## config.mk

```make
export PLATFORM = sky130hd
export DESIGN_NAME = sdram_cache
export DESIGN_NICKNAME = d
export VERILOG_FILES = /design/src/rtl/sdram_cache.sv
export SDC_FILE = /design/constraint.sdc
export NUM_CORES = 2
export LEC_CHECK = 0
export BUFFER_PORTS_ARGS = -buffer_cell sky130_fd_sc_hd__buf_2
export CORE_UTILIZATION = 35
export CTS_BUF_LIST = sky130_fd_sc_hd__clkbuf_2
export DETAILED_ROUTE_END_ITERATION = 6
export HOLD_SLACK_MARGIN = 0.08
export PLACE_DENSITY = 0.49
export SLEW_MARGIN = 5
export SYNTH_ARGS = -nofsm -noshare
export SYNTH_HDL_FRONTEND = slang
export SYNTH_SLANG_ARGS = --single-unit
```

## constraint.sdc

```tcl
create_clock -name clk -period 13 [get_ports clk]
set_input_delay 2.6 -clock clk [delete_from_list [all_inputs] [get_ports clk]]
set_output_delay 2.6 -clock clk [all_outputs]
set_load 0.01 [all_outputs]
```

## src/rtl/sdram_cache.sv

```systemverilog
// Direct-mapped, write-through, no-write-allocate word cache between the CPU bus and the SDRAM controller.
// Define SDRAM_CACHE_FLUSH_EN to add the flush/flush_busy ports and the valid-bit flush engine.
module sdram_cache #(
  parameter int LINES = 64
) (
  input  logic        clk,
  input  logic        resetn,
  input  logic [24:0] cpu_addr,
  input  logic [31:0] cpu_din,
  input  logic [3:0]  cpu_wmask,
  input  logic        cpu_valid,
  output logic [31:0] cpu_dout,
  output logic        cpu_ready,
`ifdef SDRAM_CACHE_FLUSH_EN
  input  logic        flush,
  output logic        flush_busy,
`endif
  output logic [24:0] mem_addr,
  output logic [31:0] mem_din,
  output logic [3:0]  mem_wmask,
  output logic        mem_valid,
  input  logic [31:0] mem_dout,
  input  logic        mem_ready
);

  localparam int IW = $clog2(LINES);
  localparam int TW = 23 - IW;

  typedef enum logic [2:0] {
    IDLE,
    LOOKUP,
    MEM_RD,
    MEM_WR,
    RESP
`ifdef SDRAM_CACHE_FLUSH_EN
    , FLUSH
`endif
  } state_t;

  state_t state_q;
  state_t state_d;

  logic [31:0]    data_mem [LINES];
  logic [TW-1:0]  tag_mem  [LINES];
  logic [LINES-1:0] valid_q;

  logic [24:0]    req_addr_q;
  logic [31:0]    req_din_q;
  logic [3:0]     req_wmask_q;
  logic [31:0]    rd_data_q;
  logic [TW-1:0]  rd_tag_q;
  logic           rd_valid_q;

  logic [31:0]    cpu_dout_q;
  logic           mem_valid_q;
  logic [24:0]    mem_addr_q;
  logic [31:0]    mem_din_q;
  logic [3:0]     mem_wmask_q;

  logic [IW-1:0]  idx_in;
  logic [IW-1:0]  req_idx;
  logic [TW-1:0]  req_tag;
  logic           is_wr;
  logic           hit;
  logic           rd_hit;
  logic           rd_miss;
  logic [31:0]    merged;
  logic           accept;
  logic           fill;
  logic           merge;
  logic           to_rd;
  logic           to_wr;
  logic           lk_hit;

`ifdef SDRAM_CACHE_FLUSH_EN
  localparam logic [IW-1:0] LAST = IW'(LINES - 1);
  logic [IW-1:0]  flush_cnt_q;
  logic           flush_clr;
`endif

  assign idx_in  = cpu_addr[2 +: IW];
  assign req_idx = req_addr_q[2 +: IW];
  assign req_tag = req_addr_q[24 -: TW];
  assign is_wr   = |req_wmask_q;
  assign hit     = rd_valid_q && (rd_tag_q == req_tag);
  assign rd_hit  = !is_wr && hit;
  assign rd_miss = !is_wr && !hit;

  always_comb begin
    for (int b = 0; b < 4; b++) begin
      merged[8*b +: 8] = req_wmask_q[b] ? req_din_q[8*b +: 8]
                                        : rd_data_q[8*b +: 8];
    end
  end

  always_ff @(posedge clk) begin
    if (!resetn) state_q <= IDLE;
    else         state_q <= state_d;
  end

  always_comb begin
    state_d = state_q;
    accept  = 1'b0;
    fill    = 1'b0;
    merge   = 1'b0;
    to_rd   = 1'b0;
    to_wr   = 1'b0;
    lk_hit  = 1'b0;
`ifdef SDRAM_CACHE_FLUSH_EN
    flush_clr = 1'b0;
`endif
    unique case (state_q)
      IDLE: begin
`ifdef SDRAM_CACHE_FLUSH_EN
        if (flush) begin
          state_d = FLUSH;
        end else if (cpu_valid && !cpu_ready) begin
          accept  = 1'b1;
          state_d = LOOKUP;
        end
`else
        if (cpu_valid && !cpu_ready) begin
          accept  = 1'b1;
          state_d = LOOKUP;
        end
`endif
      end
      LOOKUP: begin
        unique case (1'b1)
          is_wr: begin
            to_wr   = 1'b1;
            state_d = MEM_WR;
          end
          rd_hit: begin
            lk_hit  = 1'b1;
            state_d = RESP;
          end
          rd_miss: begin
            to_rd   = 1'b1;
            state_d = MEM_RD;
          end
          default: state_d = IDLE;
        endcase
      end
      MEM_RD: begin
        if (mem_ready) begin
          fill    = 1'b1;
          state_d = RESP;
        end
      end
      MEM_WR: begin
        if (mem_ready) begin
          merge   = hit;
          state_d = RESP;
        end
      end
      RESP: state_d = IDLE;
`ifdef SDRAM_CACHE_FLUSH_EN
      FLUSH: begin
        flush_clr = 1'b1;
        if (flush_cnt_q == LAST) state_d = IDLE;
      end
`endif
      default: state_d = IDLE;
    endcase
  end

  // Arrays carry no reset so they can map onto block RAM.
  always_ff @(posedge clk) begin
    if (fill || merge) begin
      data_mem[req_idx] <= fill ? mem_dout : merged;
      tag_mem[req_idx]  <= req_tag;
    end
    if (accept) begin
      req_addr_q  <= cpu_addr;
      req_din_q   <= cpu_din;
      req_wmask_q <= cpu_wmask;
      rd_data_q   <= data_mem[idx_in];
      rd_tag_q    <= tag_mem[idx_in];
    end
  end

  always_ff @(posedge clk) begin
    if (!resetn) begin
      valid_q     <= '0;
      rd_valid_q  <= 1'b0;
      cpu_dout_q  <= '0;
      mem_valid_q <= 1'b0;
      mem_addr_q  <= '0;
      mem_din_q   <= '0;
      mem_wmask_q <= '0;
`ifdef SDRAM_CACHE_FLUSH_EN
      flush_cnt_q <= '0;
`endif
    end else begin
      if (accept) rd_valid_q <= valid_q[idx_in];
      if (lk_hit) cpu_dout_q <= rd_data_q;
      if (to_rd) begin
        mem_valid_q <= 1'b1;
        mem_addr_q  <= req_addr_q;
        mem_wmask_q <= 4'b0000;
      end
      if (to_wr) begin
        mem_valid_q <= 1'b1;
        mem_addr_q  <= req_addr_q;
        mem_wmask_q <= req_wmask_q;
        mem_din_q   <= req_din_q;
      end
      if (fill) begin
        valid_q[req_idx] <= 1'b1;
        cpu_dout_q       <= mem_dout;
      end
      if (state_d == RESP && (state_q == MEM_RD || state_q == MEM_WR))
        mem_valid_q <= 1'b0;
`ifdef SDRAM_CACHE_FLUSH_EN
      if (flush_clr) begin
        valid_q[flush_cnt_q] <= 1'b0;
        flush_cnt_q          <= flush_cnt_q + 1'b1;
      end
`endif
    end
  end

  // Gate with mem_ready so the controller never sees valid in its ready cycle.
  assign mem_valid = mem_valid_q && !mem_ready;
  assign mem_addr  = mem_addr_q;
  assign mem_din   = mem_din_q;
  assign mem_wmask = mem_wmask_q;
  assign cpu_dout  = cpu_dout_q;
  assign cpu_ready = (state_q == RESP);
`ifdef SDRAM_CACHE_FLUSH_EN
  assign flush_busy = (state_q == FLUSH);
`endif

endmodule

```

# Word-level counts from Yosys, hierarchy flattened
# Memories as Yosys holds them, arrays and structs flattened. A register that Yosys moved wholly into a read port is not among the register bits.
# Cells that the tools add are included.
# classes
order_cmp	3
eq_ne	6
muxes	35
bitwise	2
n_reduce_logical	19
# op_table
operator	n
two-way mux 32 bit	3
bitwise OR 64 bit	1
two-way mux 25 bit	2
two-way mux 8 bit	4
two-way mux 1 bit	18
case mux 3 bit (3 select lines)	2
equality test 17 bit	1
less-than comparator 6 x 7 -> 1 bit, second input constant	2
two-way mux 4 bit	2
logical AND 1 bit	7
binary-select mux 1 bit (select 6 bit)	1
demux 1 bit (select 6 bit)	1
equality test 3 x 2 -> 1 bit, second input constant	2
equality test 3 bit, second input constant	2
greater-or-equal comparator 6 x 1 -> 1 bit, second input constant	1
two-way mux 3 bit	2
logical NOT 1 bit	4
nonzero test 2 bit	2
OR reduction 2 bit	2
OR reduction 4 bit	1
equality test 3 x 1 -> 1 bit, second input constant	1
logical NOT 3 bit	1
logical OR 1 bit	2
NOT 1 bit	1
# totals
register_bits	223
ramBits	3136
inputBits	97
elab_cells	78
memories	2
# mem_list
name	depth	word_bits	read_ports	rd_clocked_by_memory_dff	write_ports	line	rtl
data_mem	64	32	1	1	1	43	logic [31:0] data_mem [LINES];
tag_mem	64	17	1	1	1	44	logic [TW-1:0] tag_mem [LINES];

# Logic depth before layout (Yosys ltp)
# logic_depth
depth_word	9
depth_mapped	11
ltp_nobuf	6

# Worst setup path before layout
# Ideal clock, no wire load.
# synth_path
path_kind	input port to flip-flop
start	in cpu_valid
end	reg rd_data_q[0], read port of data_mem, enable pin
setup_time_ns	0.719
t_arrival_ns	10.188
required_ns	12.281
setup_slack_ns	2.093
path_stages	2
n_path_buf	0
cell_sequence	nand2b_1 > nor3_1
# synth_via
elab_chain_cells	3
# synth_lines
item	line	rtl
start, declared	11	input logic cpu_valid,
logical AND 1 bit	122	if (cpu_valid && !cpu_ready) begin
two-way mux 1 bit	122	
two-way mux 1 bit	112	unique case (state_q)
net accept	68	logic accept;
end, declared	50	logic [31:0] rd_data_q;
# The timed path passes the listed nets, and every way through them passes these cells.
# A chain may end at the register's enable or synchronous reset.

# Worst setup path in the final report
# layout_path
start	reg req_addr_q[18]
end	mem tag_mem[44][3] (netlist bit), enable pin
# layout_via
elab_chain_cells	7
# layout_lines
item	line	rtl
start, declared	47	logic [24:0] req_addr_q;
start signal, assigned	175	req_addr_q <= cpu_addr;
equality test 17 bit	85	assign hit = rd_valid_q && (rd_tag_q == req_tag);
logical AND 1 bit	85	
two-way mux 1 bit	152	if (mem_ready) begin
two-way mux 1 bit	112	
logical OR 1 bit	170	if (fill || merge) begin
two-way mux 1 bit	170	
two-way mux 1 bit (implied by the code)	172	tag_mem[req_idx] <= req_tag;
end, declared	44	
# No other way between the ends.

==> results.sh <==
export IMPL_status="finished clean"
export IMPL_timing_rr_start="req_addr_q[18]"
export IMPL_wire_per_inst_um=33.77
export IMPL_rsz0062_at_grt="false"
export IMPL_antenna_found_initial=34
export IMPL_clock_sinks=3408
export IMPL_grt_pass1_vias=68850
export IMPL_drc=0
export IMPL_ctsLongestPathBuffers=4
export IMPL_ys_warn_count=0
export IMPL_start_kind="flip-flop"
export IMPL_dp_cells=10620
export IMPL_fin_crit_sh_pct=46.11
export IMPL_worst_slack_ns=7.005
export IMPL_clk_pin_slew_ns=0.11
export IMPL_maxSlewHeadroom_pct=11.44
export IMPL_end_kind="flip-flop"
export IMPL_synth_avg_cell_area_um2=23.11
export IMPL_switchingPower_w=0.005491
export IMPL_fin_cells=12150
export IMPL_grt_max_degree=117
export IMPL_syn_area_um2=129400
export IMPL_async_reset_ff_share_pct=0
export IMPL_setup_viol=0
export IMPL_die_height_um=610.1
export IMPL_drt_total_wl_um=410300
export IMPL_regToRegSetupSlack_ns=7.01
export IMPL_worst_pin_slew_ns=1.328
export IMPL_cp_arrival_ns=7.73
export IMPL_num_io_pins=192
export IMPL_synth_nets=5697
export IMPL_drt_pass1_iterations=5
export IMPL_cts_tree="yes"
export IMPL_synthCells=5600
export IMPL_min_from="mem_din[4]"
export IMPL_tns_ns=0
export IMPL_clock_fmax_mhz=166.8
export IMPL_dpl_worst_slack_ns=6.049
export IMPL_holdPathEnd="mem_din[4]"
export IMPL_crit_fanout=66
export IMPL_finClkSkew_ns=0.2479
export IMPL_cts_hold_buf=0
export IMPL_yosys_register_bits=3408
export IMPL_yosysTopAreaCellShare_pct=75.31
export IMPL_portBuffers=191
export IMPL_initial_core_util_pct=35.27
export IMPL_p_int_w=0.01559
export IMPL_sw_frac_of_total_pct=26.05
export IMPL_yosys_most_used_dff="edfxtp_1"
export IMPL_drt_first_iter_violations=7474
export IMPL_grt_overflow_total=0
export IMPL_cts_resized=0
export IMPL_layout_commonest_cell="edfxtp_1"
export IMPL_r2r_end="tag_mem[44][3]"
export IMPL_fin_crit_ns=5.995
export IMPL_die_w_um=610.1
export IMPL_max_cap_viol_count=0
export IMPL_post_cts_buffers=0
export IMPL_fin_nets=6655
export IMPL_drive_gt1_share_pct=40.31
export IMPL_hold_path_depth=2
export IMPL_power_frac_comb_pct=6.8
export IMPL_min_path_type="reg -> reg"
export IMPL_hold_viol_final=0
export IMPL_ir_drop_mv=0.08322
export IMPL_syn2layout_area_growth_pct=12.54
export IMPL_grt_pass1_wl_um=561000
export IMPL_synth_edf_count=3246
export IMPL_power_density_nw_per_um2=144.7
export IMPL_power_leakage_nw=46.77
export IMPL_post_route_util_pct=39.70
export IMPL_yosysUniqueCellTypes=40
export IMPL_clk_insertion_delay_late_ns=2.27
export IMPL_via_per_inst=5.427
export IMPL_slew_viol_final=0
export IMPL_num_rows=222
export IMPL_reg2regPathDepth=9
export IMPL_htreeDepth=6
export IMPL_yosysTopAreaCell="edfxtp_1"
export IMPL_power_frac_clock_pct=34.1
export IMPL_drtAntennaViolNets=0
export IMPL_die_area_um2=372200
export IMPL_gp_congestion=0.7651
export IMPL_grt_usage_pct=21.86
export IMPL_core_um2=366900
export IMPL_required_ns=14.73
export IMPL_numCtsBuffers=861
export IMPL_fillers=33010
export IMPL_worst_setup_path_type="reg -> reg"
export IMPL_pwr_share_seq_pct=59.0
export IMPL_startpoint="req_addr_q[18]"
export IMPL_vias=65920
export IMPL_ys_seq_area_share_pct=77.81
export IMPL_final_cell_mix="3,246 x edfxtp_1, 1,314 x clkbuf_2, 983 x mux4_2, 216 x buf_4, 185 x buf_2"
export IMPL_dp_hpwl_um=220400
export IMPL_clockRootBuffer="clkbuf_2"
export IMPL_ys_top_cells_by_area="edfxtp_1 75%, mux4_2 17%, dfxtp_1 2.5%, mux2i_1 0.87%, a21oi_1 0.75%"
power by group through the flow:
stage	clock network [W]	registers, W	logic [W]
global placement	0	0.0127	0.00143
global route	0.00795	0.0125	0.00154
floorplan	0	0.0127	0.000787
detailed placement	0	0.0127	0.00146
finish	0.00719	0.0124	0.00144
CTS	0.00744	0.0124	0.00146
stage by stage:
stage,power [W],hold slack [ns],instance area (um2)
after CTS,0.02135,0.1353,145600
after detailed placement,0.01416,0.4432,138000
after floorplan,0.01352,0.4315,129400
final,0.02108,0.4596,145700
after global routing,0.02193,0.3426,145700
after global placement,0.01412,0.4419,137900
critical path, cell delays in order, from the launching register on:
cell and delay, ns:
edfxtp_1 0.34, buf_4 0.55, xnor2_1 0.32, nand4_1 0.33
nor3_1 0.65, a21bo_2 0.34, nand3_1 0.66, nor2_4 0.81
buf_4 0.67, buf_4 0.57
metal layers:
layer  share of wire [%]  track usage, %
met1                  39           28.04
met4                 2.8           7.081
met3                 6.6           3.798
met2                  51           37.66
met5               0.023               0
synth_stat cells (2+ instances only):
| cell | count |
|---|---|
| o21ai_0 | 29 |
| clkbuf_1 | 164 |
| nand4_1 | 6 |
| nor2_1 | 179 |
| o22ai_1 | 3 |
| or3b_2 | 2 |
| a311oi_1 | 12 |
| and3b_1 | 3 |
| nand2b_1 | 4 |
| and2_1 | 18 |
| mux2i_1 | 112 |
| buf_2 | 101 |
| nor2b_1 | 23 |
| nand2_1 | 101 |
| nor3b_1 | 5 |
| a21oi_1 | 195 |
| buf_4 | 15 |
| nand3b_1 | 3 |
| dfxtp_1 | 162 |
| nand3_1 | 40 |
| mux4_2 | 983 |
| edfxtp_1 | 3246 |
| a22oi_1 | 2 |
| xnor2_1 | 13 |
| a31oi_1 | 3 |
| nor3_1 | 5 |
| buf_6 | 3 |
| buf_1 | 42 |
| and3_1 | 4 |
| xor2_1 | 4 |
| a211oi_1 | 107 |
| nor4_1 | 3 |
cells by family (layout without fill, tap and decap cells):
group                     Yosys count  count (layout)  synth area share [%]
AOI/OAI and AO/OA                 356             356                 1.641
xor gates and xnor gates           17              17                0.1150
buffers and inverters             327            1926                 1.107
DFF                              3408            3408                 77.81
muxes                            1095            1095                 17.97
other                               0              20                     0
and+or+nand+nor                   397             397                 1.351
worst max-delay path by stage:
stage	to	slack [ns]	depth (start not counted)
6_report	tag_mem[44][3]	7.01	9
5_1_grt	tag_mem[44][3]	6.87	9
4_1_cts	mem_valid	6.83	3
3_5_place_dp	rd_data_q[24]	6.05	9
3_3_place_gp	rd_data_q[24]	5.95	9
2_1_floorplan	rd_data_q[0]	2.09	2
sequential cells by signal, summed over array words and instances (netlist names):
name,flops
state_q,3
rd_valid_q,1
data_mem,2048
req_wmask_q,4
tag_mem,1088
rd_tag_q,17
mem_wmask,4
rd_data_q,32
cpu_dout,32
mem_addr,25
req_addr_q,25
mem_valid_q,1
mem_din,32
valid_q,64
req_din_q,32
final cells by class:
cell class | count | area [um2] | area share (%)
Antenna cell | 20 | 50.05 | 0.03436
Clock buffer | 1314 | 6576 | 4.515
Clock inverter | 190 | 1060 | 0.7276
Inverter | 2 | 12.51 | 0.008590
Multi-Input combinational cell | 1865 | 28170 | 19.34
Sequential cell | 3408 | 100700 | 69.14
Tap cell | 4928 | 6166 | 4.233
Timing Repair Buffer | 420 | 2914 | 2.001
No activity file was read; power rests on OpenSTA's default activity.
